`src/rtl/hpdmc_pkg.sv`:
```
// Shared constants for the HPDMC management scheduler: SDRAM command
// encodings, scheduler states and request address field positions.
package hpdmc_pkg;

  // {cs_n, ras_n, cas_n, we_n}
  localparam logic [3:0] CMD_NOP   = 4'b0111;
  localparam logic [3:0] CMD_ACT   = 4'b0011;
  localparam logic [3:0] CMD_READ  = 4'b0101;
  localparam logic [3:0] CMD_WRITE = 4'b0100;
  localparam logic [3:0] CMD_PRE   = 4'b0010;
  localparam logic [3:0] CMD_REF   = 4'b0001;

  localparam int BA_MSB  = 22;
  localparam int BA_LSB  = 21;
  localparam int ROW_MSB = 20;
  localparam int ROW_LSB = 8;
  localparam int COL_MSB = 7;
  localparam int COL_LSB = 0;

  typedef enum logic [3:0] {
    ST_IDLE,
    ST_ACTIVATE,
    ST_WAIT_RCD,
    ST_ISSUE,
    ST_PRECHARGE,
    ST_WAIT_RP,
    ST_PRECHARGE_ALL,
    ST_WAIT_RP_ALL,
    ST_REFRESH,
    ST_WAIT_RFC
  } state_e;

endpackage

```
`src/rtl/hpdmc_bank_table.sv`:
```
// Four-bank open-row table: per-bank open flag and open row, with lookup,
// set, clear-one and clear-all. Clear-all wins over any same-cycle update.
module hpdmc_bank_table (
  input  logic        sys_clk,
  input  logic        sys_rst_n,
  input  logic [1:0]  ba_i,
  input  logic [12:0] row_i,
  input  logic        set_i,
  input  logic        clr_one_i,
  input  logic        clr_all_i,
  output logic        open_o,
  output logic        hit_o,
  output logic        any_open_o
);

  logic [3:0]  open_q;
  logic [12:0] row_q [4];

  assign open_o     = open_q[ba_i];
  assign hit_o      = open_q[ba_i] && (row_q[ba_i] == row_i);
  assign any_open_o = |open_q;

  always_ff @(posedge sys_clk or negedge sys_rst_n) begin
    if (!sys_rst_n) begin
      open_q <= '0;
      for (int i = 0; i < 4; i++) row_q[i] <= '0;
    end else if (clr_all_i) begin
      open_q <= '0;
    end else begin
      if (clr_one_i) open_q[ba_i] <= 1'b0;
      if (set_i) begin
        open_q[ba_i] <= 1'b1;
        row_q[ba_i]  <= row_i;
      end
    end
  end

endmodule

```
`src/rtl/hpdmc_mgmt_sched.sv`:
```
// SDRAM management scheduler: opens/closes rows, issues READ/WRITE with
// datapath handshakes, and interleaves periodic auto-refresh.
//
// state          | meaning
// ST_IDLE        | pick refresh (priority) or an access request
// ST_ACTIVATE    | issue ACTIVATE for the requested bank/row
// ST_WAIT_RCD    | wait tim_rcd after ACTIVATE
// ST_ISSUE       | issue READ/WRITE once the datapath is safe, ack requester
// ST_PRECHARGE   | close the requested bank (row miss)
// ST_WAIT_RP     | wait tim_rp, then activate
// ST_PRECHARGE_ALL | close all banks before refresh
// ST_WAIT_RP_ALL | wait tim_rp, then refresh
// ST_REFRESH     | issue AUTO REFRESH
// ST_WAIT_RFC    | wait tim_rfc, then idle
module hpdmc_mgmt_sched
  import hpdmc_pkg::*;
(
  input  logic        sys_clk,
  input  logic        sys_rst_n,
  input  logic        sdram_rst,
  input  logic [2:0]  tim_rp,
  input  logic [2:0]  tim_rcd,
  input  logic [10:0] tim_refi,
  input  logic [3:0]  tim_rfc,
  input  logic        cmd_stb,
  input  logic        cmd_we,
  input  logic [22:0] cmd_adr,
  output logic        cmd_ack,
  input  logic        read_safe,
  input  logic        write_safe,
  input  logic        precharge_safe,
  output logic        read,
  output logic        write,
  output logic        sdram_cs_n,
  output logic        sdram_we_n,
  output logic        sdram_cas_n,
  output logic        sdram_ras_n,
  output logic [12:0] sdram_adr,
  output logic [1:0]  sdram_ba
);

  state_e      state_q, state_d;
  logic [3:0]  wait_q, wait_d;
  logic [10:0] refcnt_q, refcnt_d;
  logic        pending_q, pending_d;
  logic [3:0]  cmd_q, cmd_d;
  logic [12:0] adr_q, adr_d;
  logic [1:0]  ba_q, ba_d;
  logic        ack_q, ack_d;
  logic        read_q, read_d;
  logic        write_q, write_d;

  logic        bt_set, bt_clr_one, bt_clr_all;
  logic        bk_open, bk_hit, any_open;
  logic        ref_issue;
  logic        req_valid;
  logic [1:0]  req_ba;
  logic [12:0] req_row;
  logic [7:0]  req_col;

  assign req_ba  = cmd_adr[BA_MSB:BA_LSB];
  assign req_row = cmd_adr[ROW_MSB:ROW_LSB];
  assign req_col = cmd_adr[COL_MSB:COL_LSB];

  // The ack is registered, so the requester still shows the served request
  // in the cycle it sees the ack; ignore it then to avoid a duplicate.
  assign req_valid = cmd_stb & ~ack_q;

  hpdmc_bank_table u_bank_table (
    .sys_clk    (sys_clk),
    .sys_rst_n  (sys_rst_n),
    .ba_i       (req_ba),
    .row_i      (req_row),
    .set_i      (bt_set),
    .clr_one_i  (bt_clr_one),
    .clr_all_i  (bt_clr_all),
    .open_o     (bk_open),
    .hit_o      (bk_hit),
    .any_open_o (any_open)
  );

  always_comb begin
    state_d    = state_q;
    wait_d     = wait_q;
    cmd_d      = CMD_NOP;
    adr_d      = adr_q;
    ba_d       = ba_q;
    ack_d      = 1'b0;
    read_d     = 1'b0;
    write_d    = 1'b0;
    bt_set     = 1'b0;
    bt_clr_one = 1'b0;
    bt_clr_all = 1'b0;
    ref_issue  = 1'b0;
    case (state_q)
      ST_IDLE: begin
        if (pending_q)      state_d = any_open ? ST_PRECHARGE_ALL : ST_REFRESH;
        else if (req_valid) state_d = bk_hit ? ST_ISSUE : (bk_open ? ST_PRECHARGE : ST_ACTIVATE);
      end
      ST_ACTIVATE: begin
        cmd_d   = CMD_ACT;
        adr_d   = req_row;
        ba_d    = req_ba;
        bt_set  = 1'b1;
        wait_d  = {1'b0, tim_rcd};
        state_d = ST_WAIT_RCD;
      end
      ST_WAIT_RCD: begin
        if (wait_q == 4'd0) state_d = ST_ISSUE;
        else                wait_d  = wait_q - 4'd1;
      end
      ST_ISSUE: begin
        if (cmd_we ? write_safe : read_safe) begin
          cmd_d   = cmd_we ? CMD_WRITE : CMD_READ;
          adr_d   = {5'b0, req_col};
          ba_d    = req_ba;
          ack_d   = 1'b1;
          read_d  = ~cmd_we;
          write_d = cmd_we;
          state_d = ST_IDLE;
        end
      end
      ST_PRECHARGE: begin
        if (precharge_safe) begin
          cmd_d      = CMD_PRE;
          adr_d      = 13'h0000;
          ba_d       = req_ba;
          bt_clr_one = 1'b1;
          wait_d     = {1'b0, tim_rp};
          state_d    = ST_WAIT_RP;
        end
      end
      ST_WAIT_RP: begin
        if (wait_q == 4'd0) state_d = ST_ACTIVATE;
        else                wait_d  = wait_q - 4'd1;
      end
      ST_PRECHARGE_ALL: begin
        if (precharge_safe) begin
          cmd_d      = CMD_PRE;
          adr_d      = 13'h0400;
          bt_clr_all = 1'b1;
          wait_d     = {1'b0, tim_rp};
          state_d    = ST_WAIT_RP_ALL;
        end
      end
      ST_WAIT_RP_ALL: begin
        if (wait_q == 4'd0) state_d = ST_REFRESH;
        else                wait_d  = wait_q - 4'd1;
      end
      ST_REFRESH: begin
        cmd_d      = CMD_REF;
        bt_clr_all = 1'b1;
        ref_issue  = 1'b1;
        wait_d     = tim_rfc;
        state_d    = ST_WAIT_RFC;
      end
      ST_WAIT_RFC: begin
        if (wait_q == 4'd0) state_d = ST_IDLE;
        else                wait_d  = wait_q - 4'd1;
      end
      default: state_d = ST_IDLE;
    endcase
    if (sdram_rst) begin
      state_d    = ST_IDLE;
      cmd_d      = CMD_NOP;
      ack_d      = 1'b0;
      read_d     = 1'b0;
      write_d    = 1'b0;
      bt_set     = 1'b0;
      bt_clr_one = 1'b0;
      bt_clr_all = 1'b1;
      ref_issue  = 1'b0;
    end
  end

  // An expiry coinciding with the refresh being issued is a new interval,
  // so the set takes precedence over the clear.
  always_comb begin
    refcnt_d  = refcnt_q;
    pending_d = pending_q;
    if (sdram_rst) begin
      refcnt_d  = tim_refi;
      pending_d = 1'b0;
    end else begin
      if (ref_issue) pending_d = 1'b0;
      if (refcnt_q == 11'd0) begin
        refcnt_d  = tim_refi;
        pending_d = 1'b1;
      end else begin
        refcnt_d = refcnt_q - 11'd1;
      end
    end
  end

  always_ff @(posedge sys_clk or negedge sys_rst_n) begin
    if (!sys_rst_n) begin
      state_q   <= ST_IDLE;
      wait_q    <= '0;
      refcnt_q  <= '0;
      pending_q <= 1'b0;
      cmd_q     <= CMD_NOP;
      adr_q     <= '0;
      ba_q      <= '0;
      ack_q     <= 1'b0;
      read_q    <= 1'b0;
      write_q   <= 1'b0;
    end else begin
      state_q   <= state_d;
      wait_q    <= wait_d;
      refcnt_q  <= refcnt_d;
      pending_q <= pending_d;
      cmd_q     <= cmd_d;
      adr_q     <= adr_d;
      ba_q      <= ba_d;
      ack_q     <= ack_d;
      read_q    <= read_d;
      write_q   <= write_d;
    end
  end

  assign {sdram_cs_n, sdram_ras_n, sdram_cas_n, sdram_we_n} = cmd_q;
  assign sdram_adr = adr_q;
  assign sdram_ba  = ba_q;
  assign cmd_ack   = ack_q;
  assign read      = read_q;
  assign write     = write_q;

endmodule

```
`config.mk`:
```
export PLATFORM = sky130hd
export DESIGN_NAME = hpdmc_mgmt_sched
export DESIGN_NICKNAME = d
export VERILOG_FILES = /design/src/rtl/hpdmc_pkg.sv /design/src/rtl/hpdmc_bank_table.sv /design/src/rtl/hpdmc_mgmt_sched.sv
export SDC_FILE = /design/constraint.sdc
export NUM_CORES = 1
export LEC_CHECK = 0
export ABC_AREA = 1
export BUFFER_PORTS_ARGS = -buffer_cell sky130_fd_sc_hd__buf_2
export CAP_MARGIN = 20
export CORE_UTILIZATION = 52
export CTS_CLUSTER_DIAMETER = 150
export DETAILED_ROUTE_END_ITERATION = 8
export GPL_ROUTABILITY_DRIVEN = 0
export GPL_TIMING_DRIVEN = 0
export PLACE_DENSITY = 0.84
export SLEW_MARGIN = 0
export SYNTH_ARGS = -nofsm -noshare
export SYNTH_HDL_FRONTEND = slang
export SYNTH_SLANG_ARGS = --single-unit
```
`constraint.sdc`:
```
create_clock -name sys_clk -period 1.66 [get_ports sys_clk]
set_input_delay 0.332 -clock sys_clk [delete_from_list [all_inputs] [get_ports sys_clk]]
set_output_delay 0.332 -clock sys_clk [all_outputs]
set_load 0.01 [all_outputs]
```
==> run metrics, run 1 <==
power per cell area=between 1500 and 2000 nW/µm²; Critical Path, Cell by Cell=buf_2 -> inv_1 -> clkbuf_4 -> nand2_1 -> nand3_1 -> nand2_1 -> nor2_1 -> nand2_1 -> nor2_2 -> nand2_1 -> nand2_2 -> nand2_1 -> nand2_1 -> nand2_1 -> nand2_1 -> nand2_1; drt first pass iters=6; TritonCTS Buffers=9; crit start category=input port; number of diodes=0; Clk pin slew, worst setup/hold paths=roughly 0.11 ns; Worst Skew=between 0.015 and 0.02 ns; Remaining DRCs=0; Worst Path Arrival=about 2.2 ns; most frequent cells after synthesis=nand2_1, dfrtp_1, o21ai_0; synthesized instance count=670; Max-Cap Viols=0; Die Ht=100.1 µm; Worst Hold Depth=3; layout cells sized above 1=0.3480; Syn Nets=725; aggregate routed wire length=17.91 mm; yosys warns=0; Final Hold Violating Endpoints=0; DP Wirelength=9.146 mm; Mapped Avg Cell Area=around 7.5 µm²; vias in the first global route=slightly below 5k; Buffers & Inverters on Critical Path=3; CP most frequent cell=nand2_1; gr ovfl total=0; crit-path leading delay family=simple AND/OR/NAND/NOR gates; Final setup viols=59; synthesis-stage register bit count=just under 100; r2r worst-path depth=16; asr flop ratio synth=1.000; unrepaired setup endpoints after global routing=yes; Synth cell types=38; row cnt=35; Peak supply drop=around 0.85 mV; min cycle time layout=between 1.5 and 2 ns; Via Count=5670; post-synthesis sequential area ratio=0.4859; failing checks=negative setup slack; post-synthesis cell area=5004 µm²; initial antenna violation count=0; Post-synth top flop=dfrtp_1; routed len/inst=~19 µm; status=finished with violations; depth of the CTS H-tree=3; TritonCTS clock tree=yes; post-detailed-route count of antenna-violating nets=0; synth-to-layout area growth=38.11%; number of port buffers=71; Lkg Pwr=3.466 nW; largest area contributor in the netlist=dfrtp_1; most common cell in the netlist=nand2_1; fin. max-slew vios=0; post-route worst setup slack=-0.2363 ns; fin crit share=1.142; synth top area cells=dfrtp_1, nand2_1, o21ai_0; GRT Total Usage=0.3013; final instance area=6910 µm²; IO Pins=between 70 and 80; DR iter-0 viols=~880; Min-Delay Path Class=in -> reg; slew margin rel.=0.5408; Worst Path Required=between 1.5 and 2 ns; slowest CP cell=clkbuf_4; clock tree sinks=97; Worst Path Max Fanout=10; Placement Cell Area=5563 µm²; number of synthesized flops with an enable pin=0; Die X=100.1 µm; Vias/cell=around 6.1; Crit. End Element=register; Initial Util=0.5389; die area=roughly 10000 µm²; crit path kind=in -> reg; first-pass GRT wire length=23.26 mm; CP Depth=16; area of the core=between 9000 and 10000 µm²; worst skew pair latency=around 0.38 ns; worst slew pin tran=0.6888 ns; Core Util, Final=0.7443; clk buf depth=2; slowest stage delay, CP=0.29 ns; Final nets=around 850; clock root buffer=clkbuf_8; Max Clk Rate=approximately 530 MHz; post-synth top area share=0.4701; largest net degree at the start of global routing=52
## layout by cell type (no fill, tap or decap), drive strengths merged, types with 4 or more instances in the layout
master | Yosys | layout
inv | 54 | 56
a31oi | 12 | 12
clkbuf | 10 | 18
nand3 | 34 | 34
bufinv | 0 | 4
dfrtp | 94 | 94
nor2 | 40 | 40
a21oi | 4 | 4
o31ai | 6 | 6
buf | 13 | 123
xnor2 | 6 | 6
nor3 | 10 | 10
nand2 | 293 | 293
o21ai | 68 | 68
## final cells by class
type	instances	area, µm²
sequential	97	2435
clock buffer	9	123.9
inverter	55	226.5
fill	588	2374
tap	129	161.4
buffer	23	254.0
multi-input combinational	495	2779
timing repair buffer	110	789.5
clock inverter	7	141.4
## report_power, final
part / total (W) / internal [W] / switching, W
logic: 0.00452 / 0.00185 / 0.00267
clock network: 0.00207 / 0.00116 / 0.000912
registers: 0.00397 / 0.00331 / 0.000662
## worst reg2reg max path: stages (launching register included)
cell     delay, ns
dfrtp_1       0.41
nand2_1       0.08
nand2_1       0.08
nand2_2       0.09
nand2_1       0.07
nand2_1       0.08
nand2_1       0.06
nor2_1        0.10
nand2_1       0.13
nor2_2        0.20
nand2_1       0.10
nand2_2       0.08
nand2_1       0.06
nand2_1       0.08
nand2_1       0.06
nand2_1       0.06
nand2_1       0.06
## flip-flops by register name, indices dropped and copies added (netlist names), 2 cells and up
signal and cells:
state_q 4, cmd_q 3, u_bank_table.open_q 4, u_bank_table.row_q 52, sdram_adr 13, refcnt_q 11, sdram_ba 2, wait_q 4
## stage by stage
stage / TNS, ns / std cells / power, W / setup WS (ns) / hold slack [ns]
floorplan: 0 / 670 / 0.005940 / 0.01559 / 0.03641
global placement: -80.60 / 870 / 0.006660 / -0.6410 / 0.4600
detailed placement: -23.97 / 871 / 0.006881 / -0.4110 / 0.3874
CTS: -1.512 / 904 / 0.009185 / -0.1550 / 0.1449
global route: -9.921 / 925 / 0.01107 / -0.3987 / 0.1542
finish: -5.435 / 925 / 0.01056 / -0.2363 / 0.1521
## routing by layer
metal  vias up  global-route usage  part of all wire  routed length (µm)
met2       504              0.4971              0.47                8475
met5         -                   0                 0                   0
met1      2634              0.3974              0.35                6335
met3       138             0.05014              0.11                1933
met4         0              0.1249             0.065                1164
li1       2394                   -                 -                   -
## final timing paths
check                                      start                endpoint  slack, ns
min in group asynchronous              sys_rst_n  u_bank_table.row_q[19]       0.52
max reg2reg                u_bank_table.row_q[5]              state_q[2]      -0.23
max in group asynchronous              sys_rst_n              state_q[3]       0.49
min reg2reg                          refcnt_q[0]             refcnt_q[0]       0.48
min                                  tim_refi[5]             refcnt_q[5]       0.15
max                                  cmd_adr[22]              state_q[2]      -0.24
## logic make-up after synthesis
logic type | after synthesis | share of synthesized area
other | 1 | 0.0007495
AOI/OAI and AO/OA | 101 | 0.1153
DFF | 97 | 0.4859
buffers and inverters | 78 | 0.06577
xor gates and xnor gates | 9 | 0.01575
and+or+nand+nor | 381 | 0.3091
adders and majority gates | 3 | 0.007503
## repair_timing
| action | in CTS | in global routing |
|---|---|---|
| cloned | 1 | 5 |
| endpoints found under the setup margin | 87 | 91 |
| hold endpoints to repair | 41 | 0 |
| buffers inserted | 15 | 16 |
| hold buffers | 1 | 0 |
| pin swaps | 15 | 21 |
| gates resized for setup | 74 | 170 |
Power figures use the tool's default switching activity.
==> run 2: changes to the inputs <==
--- a/config.mk
+++ b/config.mk
@@ -8,12 +8,14 @@
 export ABC_AREA = 1
 export BUFFER_PORTS_ARGS = -buffer_cell sky130_fd_sc_hd__buf_2
 export CAP_MARGIN = 20
+export CORE_ASPECT_RATIO = 2
 export CORE_UTILIZATION = 52
 export CTS_CLUSTER_DIAMETER = 150
 export DETAILED_ROUTE_END_ITERATION = 8
 export GPL_ROUTABILITY_DRIVEN = 0
 export GPL_TIMING_DRIVEN = 0
 export PLACE_DENSITY = 0.84
+export REMOVE_ABC_BUFFERS = 1
 export SLEW_MARGIN = 0
 export SYNTH_ARGS = -nofsm -noshare
 export SYNTH_HDL_FRONTEND = slang
==> run 2 against run 1 <==
Compared with the run above: the flow finishes with violations (design-rule violations, negative setup slack); clock-buffer cell count is 3 higher; critical path depth shrank 10; flip-flop and latch count is the same; global-route usage down 4.5 points; sequential share of layout area grew 1.5 points; maximum frequency increased by 0.85%; worst setup slack gained 0.016 ns.
==> run metrics, run 2 (same netlist as run 1, synthesis figures left out) <==
Final setup viols=63; Final nets=about 840; Via Count=about 5.1k; initial antenna violation count=0; clock root buffer=clkbuf_16; commonest cells after routing, fill and taps aside=nand2_1, dfrtp_1, buf_2; min cycle time layout=~1.9 ns; IO Pins=74; row cnt=50; drt first pass iters=9; DP Wirelength=between 8 and 9 mm; largest net degree at the start of global routing=77; worst skew pair latency=0.34 ns; Max-Cap Viols=0; Worst Path Max Fanout=13; crit start category=register; most flop-heavy register=u_bank_table.row_q; fin crit share=1.133; Lkg Pwr=about 3.3 nW; Vias/cell=between 5 and 6; synth-to-layout area growth=32.63%; Initial Util=0.5368; most common cell after layout, fill and taps aside=nand2_1; multi-input gate area in the final layout=between 2000 and 3000 µm²; GRT Total Usage=0.2558; TritonCTS Buffers=9; Remaining DRCs=6; depth of the CTS H-tree=3; power per cell area=about 1500 nW/µm²; post-route worst setup slack=-0.2203 ns; Worst Path Required=between 1.5 and 2 ns; FF-to-FF setup slack=-0.22 ns; Peak supply drop=between 1 and 1.5 mV; status=finished with violations; Post-Place Setup Slack=-0.9444 ns; max FFs per register=between 50 and 60; Final Hold Violating Endpoints=0; failing checks=design-rule violations, negative setup slack; Clk pin slew, worst setup/hold paths=around 0.070 ns; fin. max-slew vios=0; Crit. End Element=register; Worst Skew=approximately 0.0080 ns; post-detailed-route count of antenna-violating nets=0; Worst Path Arrival=2.13 ns; vias in the first global route=approximately 4.5k; number of port buffers=between 70 and 80; die area=~10000 µm²; Min-Delay Path Class=in -> reg; first-pass GRT wire length=roughly 20 mm; routed len/inst=between 15 and 20 µm; Die Ht=140.7 µm; area of the core=approximately 9300 µm²; fillers=638; crit path kind=reg -> reg; Post-Route Setup TNS=-4.967 ns; aggregate routed wire length=14.96 mm; number of diodes=0; unrepaired setup endpoints after global routing=yes; clk buf depth=2; Max Clk Rate=roughly 530 MHz; clock tree sinks=97; gr ovfl total=0; FF+latch area=2436 µm²; layout cells sized above 1=0.2934; DR iter-0 viols=between 300 and 400; Die X=71.36 µm; TritonCTS clock tree=yes
-- run 2: changes by cell type in the layout (fill, tap and decap cells not counted), moves of 6 or more --
cell | previous run | this run
a31oi_1 | 5 | 12
a31oi_4 | 6 | 0
buf_2 | 75 | 69
clkbuf_8 | 10 | 1
nand2_1 | 252 | 273
nand2_2 | 33 | 15
nor2_4 | 10 | 20
o21ai_0 | 21 | 48
o21ai_1 | 34 | 20
o21ai_2 | 13 | 0
-- run 2: layout make-up --
cell class                 instances  share of cell area
timing repair inverter             4            0.005468
clock buffer                      12             0.03714
timing repair buffer             113              0.1182
inverter                          55             0.03771
multi-input combinational        500              0.4121
tap                              104             0.01961
sequential                        97              0.3671
clock inverter                     3            0.002640
-- run 2: repair_timing --
item	in CTS	in global routing
hold buffers	1	0
setup buffers	15	24
cloned	2	7
endpoints found under the hold margin	21	0
pin swaps	9	19
setup endpoints to repair	96	66
gates resized for setup	42	127
-- run 2: layer usage --
| layer | vias up | part of all wire | global-route usage | wire length, µm |
|---|---|---|---|---|
| met5 | - | 0 | 0 | 0 |
| li1 | 2377 | - | - | - |
| met1 | 2422 | 0.35 | 0.2933 | 5298 |
| met3 | 60 | 0.065 | 0.04003 | 979 |
| met2 | 246 | 0.54 | 0.4491 | 8047 |
| met4 | 0 | 0.043 | 0.1358 | 639 |
-- run 2: metrics by stage --
stage	hold slack (ns)	utilization	cells	area, µm²	total power [W]
6_report	0.1818	0.7119	888	6636	0.01014
5_1_grt	0.2088	0.7119	888	6636	0.01079
4_1_cts	0.1776	0.6412	857	5977	0.008924
3_5_place_dp	0.2489	0.5797	824	5404	0.006790
3_3_place_gp	0.4593	0.5765	823	5374	0.006583
2_1_floorplan	0.03641	-	647	4883	0.005852
-- run 2: worst max-delay path, cell delays in order (launching register included) --
cell	delay (ns)
dfrtp_2	0.47
inv_1	0.22
nand2_2	0.14
nor3_4	0.18
buf_12	0.20
nand3_2	0.30
o21ai_0	0.28
-- run 2: power breakdown --
group	leakage, nW	switching, W	internal (W)
logic	1.96	0.00248	0.00180
clock network	0.128	0.000847	0.00104
registers	1.21	0.000650	0.00332
total	3.30	0.00398	0.00616
-- run 2: final timing paths --
kind | from | end | depth (start not counted)
worst max-delay path | state_q[1] | u_bank_table.row_q[10] | 6
min in group asynchronous | sys_rst_n | wait_q[1] | 2
max in group asynchronous | sys_rst_n | cmd_q[1] | 3
worst min register to register | u_bank_table.row_q[46] | u_bank_table.row_q[46] | 2
worst max register to register | state_q[1] | u_bank_table.row_q[10] | 6
worst min-delay path | tim_refi[3] | refcnt_q[3] | 3
